<file path="config.mk">
export PLATFORM = sky130hd
export DESIGN_NAME = spi_flash_rd_flat
export DESIGN_NICKNAME = d
export VERILOG_FILES = /design/src/rtl/spi_flash_rd_if.sv /design/src/rtl/spi_flash_rd.sv /design/src/flat_wrapper.sv
export SDC_FILE = /design/constraint.sdc
export NUM_CORES = 1
export LEC_CHECK = 0
export CORE_UTILIZATION = 45
export CTS_BUF_LIST = sky130_fd_sc_hd__clkbuf_4 sky130_fd_sc_hd__clkbuf_8
export CTS_CLUSTER_DIAMETER = 60
export DETAILED_ROUTE_END_ITERATION = 12
export PLACE_DENSITY_LB_ADDON = 0.1
export REMOVE_ABC_BUFFERS = 1
export SLEW_MARGIN = 40
export SYNTH_ARGS = -nofsm -noshare
export SYNTH_HDL_FRONTEND = slang
export SYNTH_SLANG_ARGS = --single-unit
</file>
<file path="constraint.sdc">
create_clock -name clk -period 4.3 [get_ports clk]
set_input_delay 0.645 -clock clk [delete_from_list [all_inputs] [get_ports clk]]
set_output_delay 0.645 -clock clk [all_outputs]
set_load 0.02 [all_outputs]
</file>
<file path="src/rtl/spi_flash_rd_if.sv">
`default_nettype none
// ============================================================================
// Module  : spi_flash_rd_if
// Purpose : Wishbone master bus bundle between spi_flash_rd and wb_spi.
// Rev     : 1.0
// ============================================================================
interface spi_flash_rd_if;
  logic [31:0] m_adr_o;
  logic [31:0] m_dat_o;
  logic [3:0]  m_sel_o;
  logic        m_we_o;
  logic        m_cyc_o;
  logic        m_stb_o;
  logic [31:0] m_dat_i;
  logic        m_ack_i;

  modport master (
    output m_adr_o, m_dat_o, m_sel_o, m_we_o, m_cyc_o, m_stb_o,
    input  m_dat_i, m_ack_i
  );

  modport slave (
    input  m_adr_o, m_dat_o, m_sel_o, m_we_o, m_cyc_o, m_stb_o,
    output m_dat_i, m_ack_i
  );
endinterface
`default_nettype wire

</file>
<file path="src/rtl/spi_flash_rd.sv">
`default_nettype none
// ============================================================================
// Module  : spi_flash_rd
// Purpose : Sequences wb_spi register accesses to run SPI-flash READ (0x03).
// Rev     : 1.0
// ============================================================================
module spi_flash_rd #(
  parameter logic [31:0] BASE_ADR = 32'h0000_0000,
  parameter logic [31:0] DIVISOR  = 32'd4,
  parameter logic [7:0]  CS_SEL   = 8'hFE,
  parameter logic [7:0]  CMD      = 8'h03,
  parameter logic [7:0]  TMO      = 8'd255
) (
  input  wire          clk,
  input  wire          reset,
  input  wire          req_i,
  input  wire  [23:0]  req_addr_i,
  input  wire  [15:0]  req_len_i,
  input  wire          abort_i,
  output logic         busy_o,
  output logic         done_o,
  output logic         err_o,
  output logic [7:0]   rd_data_o,
  output logic         rd_valid_o,
  input  wire          rd_ready_i,
  spi_flash_rd_if.master m
);

  typedef enum logic [3:0] {
    S_IDLE, S_CFG, S_CSON, S_TX, S_POLL, S_RX, S_OUT, S_CSOFF, S_DONE
  } state_t;

  localparam logic [7:0] TMO_LAST = TMO - 8'd1;

  state_t      state_q, state_d;
  logic [23:0] addr_q, addr_d;
  logic [15:0] len_q, len_d;
  logic [16:0] idx_q, idx_d;
  logic [1:0]  gap_q, gap_d;
  logic [7:0]  tmo_q, tmo_d;
  logic        abort_q, abort_d, fin_q, fin_d;
  logic        busy_q, busy_d, done_q, done_d, err_q, err_d;
  logic [7:0]  rd_data_q, rd_data_d;
  logic        rd_valid_q, rd_valid_d;
  logic        cyc_q, cyc_d, stb_q, stb_d, we_q, we_d;
  logic [31:0] adr_q, adr_d, dat_q, dat_d;

  logic        ack, abort_any, gap_ok;
  logic [16:0] total;
  logic [7:0]  tx_byte;
  logic [31:0] acc_adr, acc_dat;
  logic        acc_we;
  logic        unused_dat;

  assign ack        = stb_q & m.m_ack_i;
  assign abort_any  = abort_q | abort_i;
  assign gap_ok     = (gap_q != 2'd2);
  assign total      = {1'b0, len_q} + 17'd4;
  assign unused_dat = ^m.m_dat_i[31:8];

  // Register access that the current state performs when it launches.
  always_comb begin
    case (idx_q)
      17'd0:   tx_byte = CMD;
      17'd1:   tx_byte = addr_q[23:16];
      17'd2:   tx_byte = addr_q[15:8];
      17'd3:   tx_byte = addr_q[7:0];
      default: tx_byte = 8'h00;
    endcase
    acc_adr = BASE_ADR;
    acc_we  = 1'b0;
    acc_dat = 32'h0;
    case (state_q)
      S_CFG:   begin acc_adr = BASE_ADR + 32'hC; acc_we = 1'b1; acc_dat = DIVISOR; end
      S_CSON:  begin acc_adr = BASE_ADR + 32'h8; acc_we = 1'b1; acc_dat = {24'h0, CS_SEL}; end
      S_TX:    begin acc_we = 1'b1; acc_dat = {24'h0, tx_byte}; end
      S_POLL:  acc_adr = BASE_ADR + 32'h4;
      S_CSOFF: begin acc_adr = BASE_ADR + 32'h8; acc_we = 1'b1; acc_dat = 32'hFF; end
      default: ;
    endcase
  end

  always_comb begin
    state_d    = state_q;
    addr_d     = addr_q;
    len_d      = len_q;
    idx_d      = idx_q;
    tmo_d      = tmo_q;
    abort_d    = abort_q | (busy_q & abort_i);
    fin_d      = fin_q;
    busy_d     = busy_q;
    done_d     = 1'b0;
    err_d      = err_q;
    rd_data_d  = rd_data_q;
    rd_valid_d = rd_valid_q;
    cyc_d      = cyc_q;
    stb_d      = stb_q;
    we_d       = we_q;
    adr_d      = adr_q;
    dat_d      = dat_q;
    // wb_spi registers its ack from stb&cyc, so two idle cycles follow every ack.
    if (ack)                gap_d = 2'd2;
    else if (gap_q != 2'd0) gap_d = gap_q - 2'd1;
    else                    gap_d = gap_q;

    case (state_q)
      S_IDLE: begin
        if (req_i) begin
          err_d   = 1'b0;
          abort_d = 1'b0;
          if (req_len_i == 16'd0) begin
            state_d = S_DONE;
            done_d  = 1'b1;
          end else begin
            addr_d  = req_addr_i;
            len_d   = req_len_i;
            idx_d   = 17'd0;
            fin_d   = 1'b0;
            busy_d  = 1'b1;
            state_d = S_CFG;
          end
        end
      end
      S_DONE: state_d = S_IDLE;
      S_OUT: begin
        if (rd_ready_i) begin
          rd_valid_d = 1'b0;
          state_d    = (abort_any || idx_q == total) ? S_CSOFF : S_TX;
        end else if (abort_any) begin
          rd_valid_d = 1'b0;
          state_d    = S_CSOFF;
        end
      end
      default: begin
        if (stb_q) begin
          if (ack) begin
            cyc_d = 1'b0;
            stb_d = 1'b0;
            case (state_q)
              S_CFG:   state_d = S_CSON;
              S_CSON:  state_d = S_TX;
              S_TX:    state_d = S_POLL;
              S_POLL:  state_d = m.m_dat_i[0] ? S_POLL : S_RX;
              S_RX: begin
                idx_d = idx_q + 17'd1;
                if (idx_q >= 17'd4) begin
                  rd_data_d  = m.m_dat_i[7:0];
                  rd_valid_d = 1'b1;
                  state_d    = S_OUT;
                end else begin
                  state_d = S_TX;
                end
              end
              default: fin_d = 1'b1;
            endcase
            if (abort_any && state_q != S_CSOFF) begin
              rd_valid_d = 1'b0;
              state_d    = S_CSOFF;
            end
          end else if (tmo_q == TMO_LAST) begin
            cyc_d   = 1'b0;
            stb_d   = 1'b0;
            err_d   = 1'b1;
            busy_d  = 1'b0;
            done_d  = 1'b1;
            abort_d = 1'b0;
            state_d = S_DONE;
          end else begin
            tmo_d = tmo_q + 8'd1;
          end
        end else if (fin_q) begin
          if (gap_q == 2'd1) begin
            fin_d   = 1'b0;
            busy_d  = 1'b0;
            done_d  = 1'b1;
            abort_d = 1'b0;
            state_d = S_DONE;
          end
        end else if (gap_ok) begin
          if (abort_any && state_q != S_CSOFF) begin
            state_d = S_CSOFF;
          end else begin
            cyc_d = 1'b1;
            stb_d = 1'b1;
            we_d  = acc_we;
            adr_d = acc_adr;
            dat_d = acc_dat;
            tmo_d = 8'd0;
          end
        end
      end
    endcase
  end

  always_ff @(posedge clk or negedge reset) begin
    if (!reset) begin
      state_q    <= S_IDLE;
      addr_q     <= '0;
      len_q      <= '0;
      idx_q      <= '0;
      gap_q      <= '0;
      tmo_q      <= '0;
      abort_q    <= 1'b0;
      fin_q      <= 1'b0;
      busy_q     <= 1'b0;
      done_q     <= 1'b0;
      err_q      <= 1'b0;
      rd_data_q  <= '0;
      rd_valid_q <= 1'b0;
      cyc_q      <= 1'b0;
      stb_q      <= 1'b0;
      we_q       <= 1'b0;
      adr_q      <= '0;
      dat_q      <= '0;
    end else begin
      state_q    <= state_d;
      addr_q     <= addr_d;
      len_q      <= len_d;
      idx_q      <= idx_d;
      gap_q      <= gap_d;
      tmo_q      <= tmo_d;
      abort_q    <= abort_d;
      fin_q      <= fin_d;
      busy_q     <= busy_d;
      done_q     <= done_d;
      err_q      <= err_d;
      rd_data_q  <= rd_data_d;
      rd_valid_q <= rd_valid_d;
      cyc_q      <= cyc_d;
      stb_q      <= stb_d;
      we_q       <= we_d;
      adr_q      <= adr_d;
      dat_q      <= dat_d;
    end
  end

  assign busy_o     = busy_q;
  assign done_o     = done_q;
  assign err_o      = err_q;
  assign rd_data_o  = rd_data_q;
  assign rd_valid_o = rd_valid_q;
  assign m.m_cyc_o  = cyc_q;
  assign m.m_stb_o  = stb_q;
  assign m.m_we_o   = we_q;
  assign m.m_adr_o  = adr_q;
  assign m.m_dat_o  = dat_q;
  assign m.m_sel_o  = 4'hF;

endmodule
`default_nettype wire
</file>
<file path="src/flat_wrapper.sv">
// flat-port wrapper written by rule: the top's interface ports become plain ports
module spi_flash_rd_flat 
#(
  parameter logic [31:0] BASE_ADR = 32'h0000_0000,
  parameter logic [31:0] DIVISOR  = 32'd4,
  parameter logic [7:0]  CS_SEL   = 8'hFE,
  parameter logic [7:0]  CMD      = 8'h03,
  parameter logic [7:0]  TMO      = 8'd255
)
  (clk, reset, req_i, req_addr_i, req_len_i, abort_i, busy_o, done_o, err_o, rd_data_o, rd_valid_o, rd_ready_i, m_m_adr_o, m_m_dat_o, m_m_sel_o, m_m_we_o, m_m_cyc_o, m_m_stb_o, m_m_dat_i, m_m_ack_i);
  spi_flash_rd_if m_i ();
  input  wire clk;
  input  wire reset;
  input  wire req_i;
  input  wire  [23:0] req_addr_i;
  input  wire  [15:0] req_len_i;
  input  wire abort_i;
  output logic busy_o;
  output logic done_o;
  output logic err_o;
  output logic [7:0] rd_data_o;
  output logic rd_valid_o;
  input  wire rd_ready_i;
  output wire logic [$bits(m_i.m_adr_o)-1:0] m_m_adr_o;
  output wire logic [$bits(m_i.m_dat_o)-1:0] m_m_dat_o;
  output wire logic [$bits(m_i.m_sel_o)-1:0] m_m_sel_o;
  output wire logic [$bits(m_i.m_we_o)-1:0] m_m_we_o;
  output wire logic [$bits(m_i.m_cyc_o)-1:0] m_m_cyc_o;
  output wire logic [$bits(m_i.m_stb_o)-1:0] m_m_stb_o;
  input wire logic [$bits(m_i.m_dat_i)-1:0] m_m_dat_i;
  input wire logic [$bits(m_i.m_ack_i)-1:0] m_m_ack_i;
  assign m_m_adr_o = m_i.m_adr_o;
  assign m_m_dat_o = m_i.m_dat_o;
  assign m_m_sel_o = m_i.m_sel_o;
  assign m_m_we_o = m_i.m_we_o;
  assign m_m_cyc_o = m_i.m_cyc_o;
  assign m_m_stb_o = m_i.m_stb_o;
  assign m_i.m_dat_i = m_m_dat_i;
  assign m_i.m_ack_i = m_m_ack_i;
  spi_flash_rd #(.BASE_ADR(BASE_ADR), .DIVISOR(DIVISOR), .CS_SEL(CS_SEL), .CMD(CMD), .TMO(TMO)) u_core (.clk(clk), .reset(reset), .req_i(req_i), .req_addr_i(req_addr_i), .req_len_i(req_len_i), .abort_i(abort_i), .busy_o(busy_o), .done_o(done_o), .err_o(err_o), .rd_data_o(rd_data_o), .rd_valid_o(rd_valid_o), .rd_ready_i(rd_ready_i), .m(m_i));
endmodule
</file>
==> summary.md <==
| Metric | Value |
|---|---|
| Part of the cycle the worst path needs | `0.661` |
| Num ports | `around 160` |
| Layout cells sized above 1 | `0.117` |
| Vias in the first global route | `4174` |
| TritonCTS clock tree | `yes` |
| Clock sinks | `98` |
| FP Rows | `41` |
| Antenna fix cells | `0` |
| P per Cell Area | `608 mW/mm^2` |
| Multiplexer share of the synthesized area | `0.0929` |
| Minimum clock period | `2.84 ns` |
| CP Launch Type | `flop` |
| Largest family of logic cells by synthesized area | `simple AND/OR/NAND/NOR gates` |
| Via-per-instance ratio | `5.28` |
| RD Place Congestion | `0.840` |
| Hold Vio Cnt, Final | `0` |
| Critical Path RT | `4.61 ns` |
| Yosys Warn Count | `0` |
| Final hold slack | `0.268 ns` |
| Worst path top cell family by delay | `simple AND/OR/NAND/NOR gates` |
| Largest net degree at the start of global routing | `71` |
| Worst Path Max Fanout | `18` |
| Mapped Cells | `567` |
| Simple-Gate Fraction of Synth Area | `0.161` |
| Reg power frac | `0.408` |
| Compound-Gate Fraction of Synth Area | `0.128` |
| Yosys reg bits | `98` |
| Outcome | `finished clean` |
| Worst Skew | `approximately 0.0092 ns` |
| Final ANT Viol Nets | `0` |
| Post_cts resized | `0` |
| Chip Height | `116 um` |
| Synth Flop Type | `dfrtp_1` |
| Most Frequent Cell on Critical Path | `nor2_1` |
| Setup violators final | `0` |
| Worst-Skew Late Latency | `roughly 0.37 ns` |
| Area delta synth->final | `14.7%` |
| Leakage | `2.90 nW` |
| Critical path capture point type | `flop` |
| Tot GR Track Use | `0.200` |
| Sequential area share after synthesis | `0.423` |
| CTS H-tree lvls | `3` |
| Most common cell after layout, fill and taps aside | `dfrtp_1` |
| Clock tree root driver cell | `clkbuf_8` |
| Worst slew margin | `0.486` |
| Chip width | `about 120 um` |
| Synth Cell Area | `0.00580 mm^2` |
| RSZ-0062 raised after global routing | `false` |
| XOR/XNOR Fraction of Synth Area | `0.0634` |
| Slowest CP cell | `dfrtp_1` |
| Clock buffer depth | `2` |
| DRC violations left | `0` |
| TNS Setup | `0 ns` |
| Max Fclk | `352 MHz` |
| CP Class | `flop to flop` |
| Final HPWL from detailed placement | `8980 um` |
| Sw Share | `0.406` |
| Antenna violations before repair | `0` |
| Max-Cap Viols | `0` |
| Most frequent cells in the layout | `98 x dfrtp_1, 77 x clkdlybuf4s50_1, 58 x conb_1` |
| First-pass GRT wire length | `between 20000 and 25000 um` |
| Cts bufs inserted | `9` |
| Slew @ Worst Pin | `0.762 ns` |
| Core area | `roughly 0.013 mm^2` |
| First drt pass iteration count | `5` |
| Total wire length | `between 10000 and 15000 um` |
| Drt first-iter violations | `243` |
| Sw Pwr | `1.64 mW` |
| Initial core utilization | `0.460` |
| Syn avg cell area | `just over 10 um^2` |
| Crit-path cells | `and3b_1, nor2_1, nor2_1, nor4_1, nand2b_1, a211oi_1, a22o_1` |
| Crit path DAT | `3.16 ns` |
| Pint | `between 2 and 2.5 mW` |
| Clock power frac | `0.150` |
| Logic pwr share | `0.442` |
| DR vias | `4253` |
| I/O Buffers | `78` |
| Max incr delay on CP | `0.73 ns` |
| Clock transition at path regs | `about 0.09 ns` |
| Number of synthesized flops with an enable pin | `0` |
| Max VDD drop | `0.272 mV` |
| Die ar. | `between 0.01 and 0.015 mm^2` |
| Wire per inst | `roughly 15 um` |
| Post-CTS Setup Repair Bufs | `0` |
| Hold_buf cts | `0` |
| Ys async rst share | `1.00` |
| Aggregate global routing overflow | `0` |
| Hold WC Path Type | `input port to asynchronous set/reset pin` |
| Worst path buffer plus inverter count | `0` |
| Reg2reg setup slack | `1.46 ns` |
| Synth Area in Adders | `0.0216` |
| Slew Viols, Final | `0` |
| Distinct cells, synth | `72` |
| Final Net Count | `717` |
-- synth_stat cells, types with 7 or more instances --
library cell	n	area, um^2
mux2_1	9	101
inv_1	11	41.3
nor4_1	13	81.3
dfrtp_1	98	2450
xnor2_1	18	158
ha_1	10	125
nor2_1	39	146
a21o_1	7	52.6
clkbuf_1	15	56.3
buf_4	59	443
a21oi_1	25	125
xor2_1	24	210
o211ai_1	7	52.6
nand3_1	19	95.1
mux2_2	38	428
nand4_1	8	50.1
o21ai_0	17	85.1
nand2_1	30	113
-- metal layers --
metal / global-route usage / part of all wire
met3: 0.0366 / 0.049
met5: 0 / 0
met4: 0.0823 / 0.017
met1: 0.271 / 0.47
met2: 0.317 / 0.47
-- final timing paths --
check,startpoint,end,depth (start not counted)
min in group clk,u_core.rd_data_o[5]$_DFFE_PN0P_,u_core.rd_data_o[5]$_DFFE_PN0P_,1
max in group asynchronous,reset,u_core.tmo_q[7]$_DFFE_PN0P_,2
hold reg to reg,u_core.rd_data_o[5]$_DFFE_PN0P_,u_core.rd_data_o[5]$_DFFE_PN0P_,1
hold / removal,reset,u_core.idx_q[14]$_DFFE_PN0P_,1
setup reg to reg,u_core.state_q[3]$_DFFE_PN0P_,u_core.m.m_dat_o[7]$_DFFE_PN0P_,7
setup / recovery,u_core.state_q[3]$_DFFE_PN0P_,u_core.m.m_dat_o[7]$_DFFE_PN0P_,7
-- cell families after synthesis --
kind of cell / after synthesis
compound gates: 106
xor+xnor: 42
fa+ha+maj: 10
buf+inv: 98
flops: 98
mux: 48
other cells: 2
simple gates: 163
-- power groups by stage --
stage                     clock network [mW]  logic (mW)  registers (mW)
after floorplan                            0        1.21            1.65
after global placement                     0        1.75            1.66
after detailed placement                   0        1.79            1.67
after CTS                              0.627        1.80            1.65
after global routing                   0.673        1.99            1.71
final                                  0.606        1.79            1.65
-- cell type report --
| type | count | area [um^2] |
|---|---|---|
| clock buffers | 12 | 153 |
| clock inverters | 3 | 40.0 |
| fillers | 1155 | 5960 |
| inverters | 12 | 45.0 |
| multi-input cells | 427 | 2940 |
| flip-flops and latches | 98 | 2450 |
| well taps | 172 | 215 |
| repair buffers | 81 | 817 |
-- worst register-to-register path: cells and delay by family (launching register included) --
family	cells	cell delay (ns)
AOI/OAI and AO/OA	2	0.73
DFF	1	0.73
and+or+nand+nor	5	1.34
-- registers in the layout, indices dropped and copies added (netlist names), 2 cells and up --
name / cells
u_core.rd_data_o: 8
u_core.state_q: 4
u_core.len_q: 16
u_core.tmo_q: 8
u_core.m.m_adr_o: 2
u_core.idx_q: 17
u_core.addr_q: 24
u_core.gap_q: 2
u_core.m.m_dat_o: 8
-- per-stage QoR --
step | util | cells | instance area (um^2) | total power [mW] | setup WS [ns]
2_1_floorplan | - | 537 | 5430 | 2.87 | 0.344
3_3_place_gp | 0.512 | 790 | 6460 | 3.42 | 1.20
3_5_place_dp | 0.512 | 790 | 6470 | 3.46 | 1.16
4_1_cts | 0.528 | 805 | 6660 | 4.08 | 1.51
5_1_grt | 0.528 | 805 | 6660 | 4.38 | 1.15
6_report | 0.528 | 805 | 6660 | 4.05 | 1.46
Power figures use the tool's default switching activity.
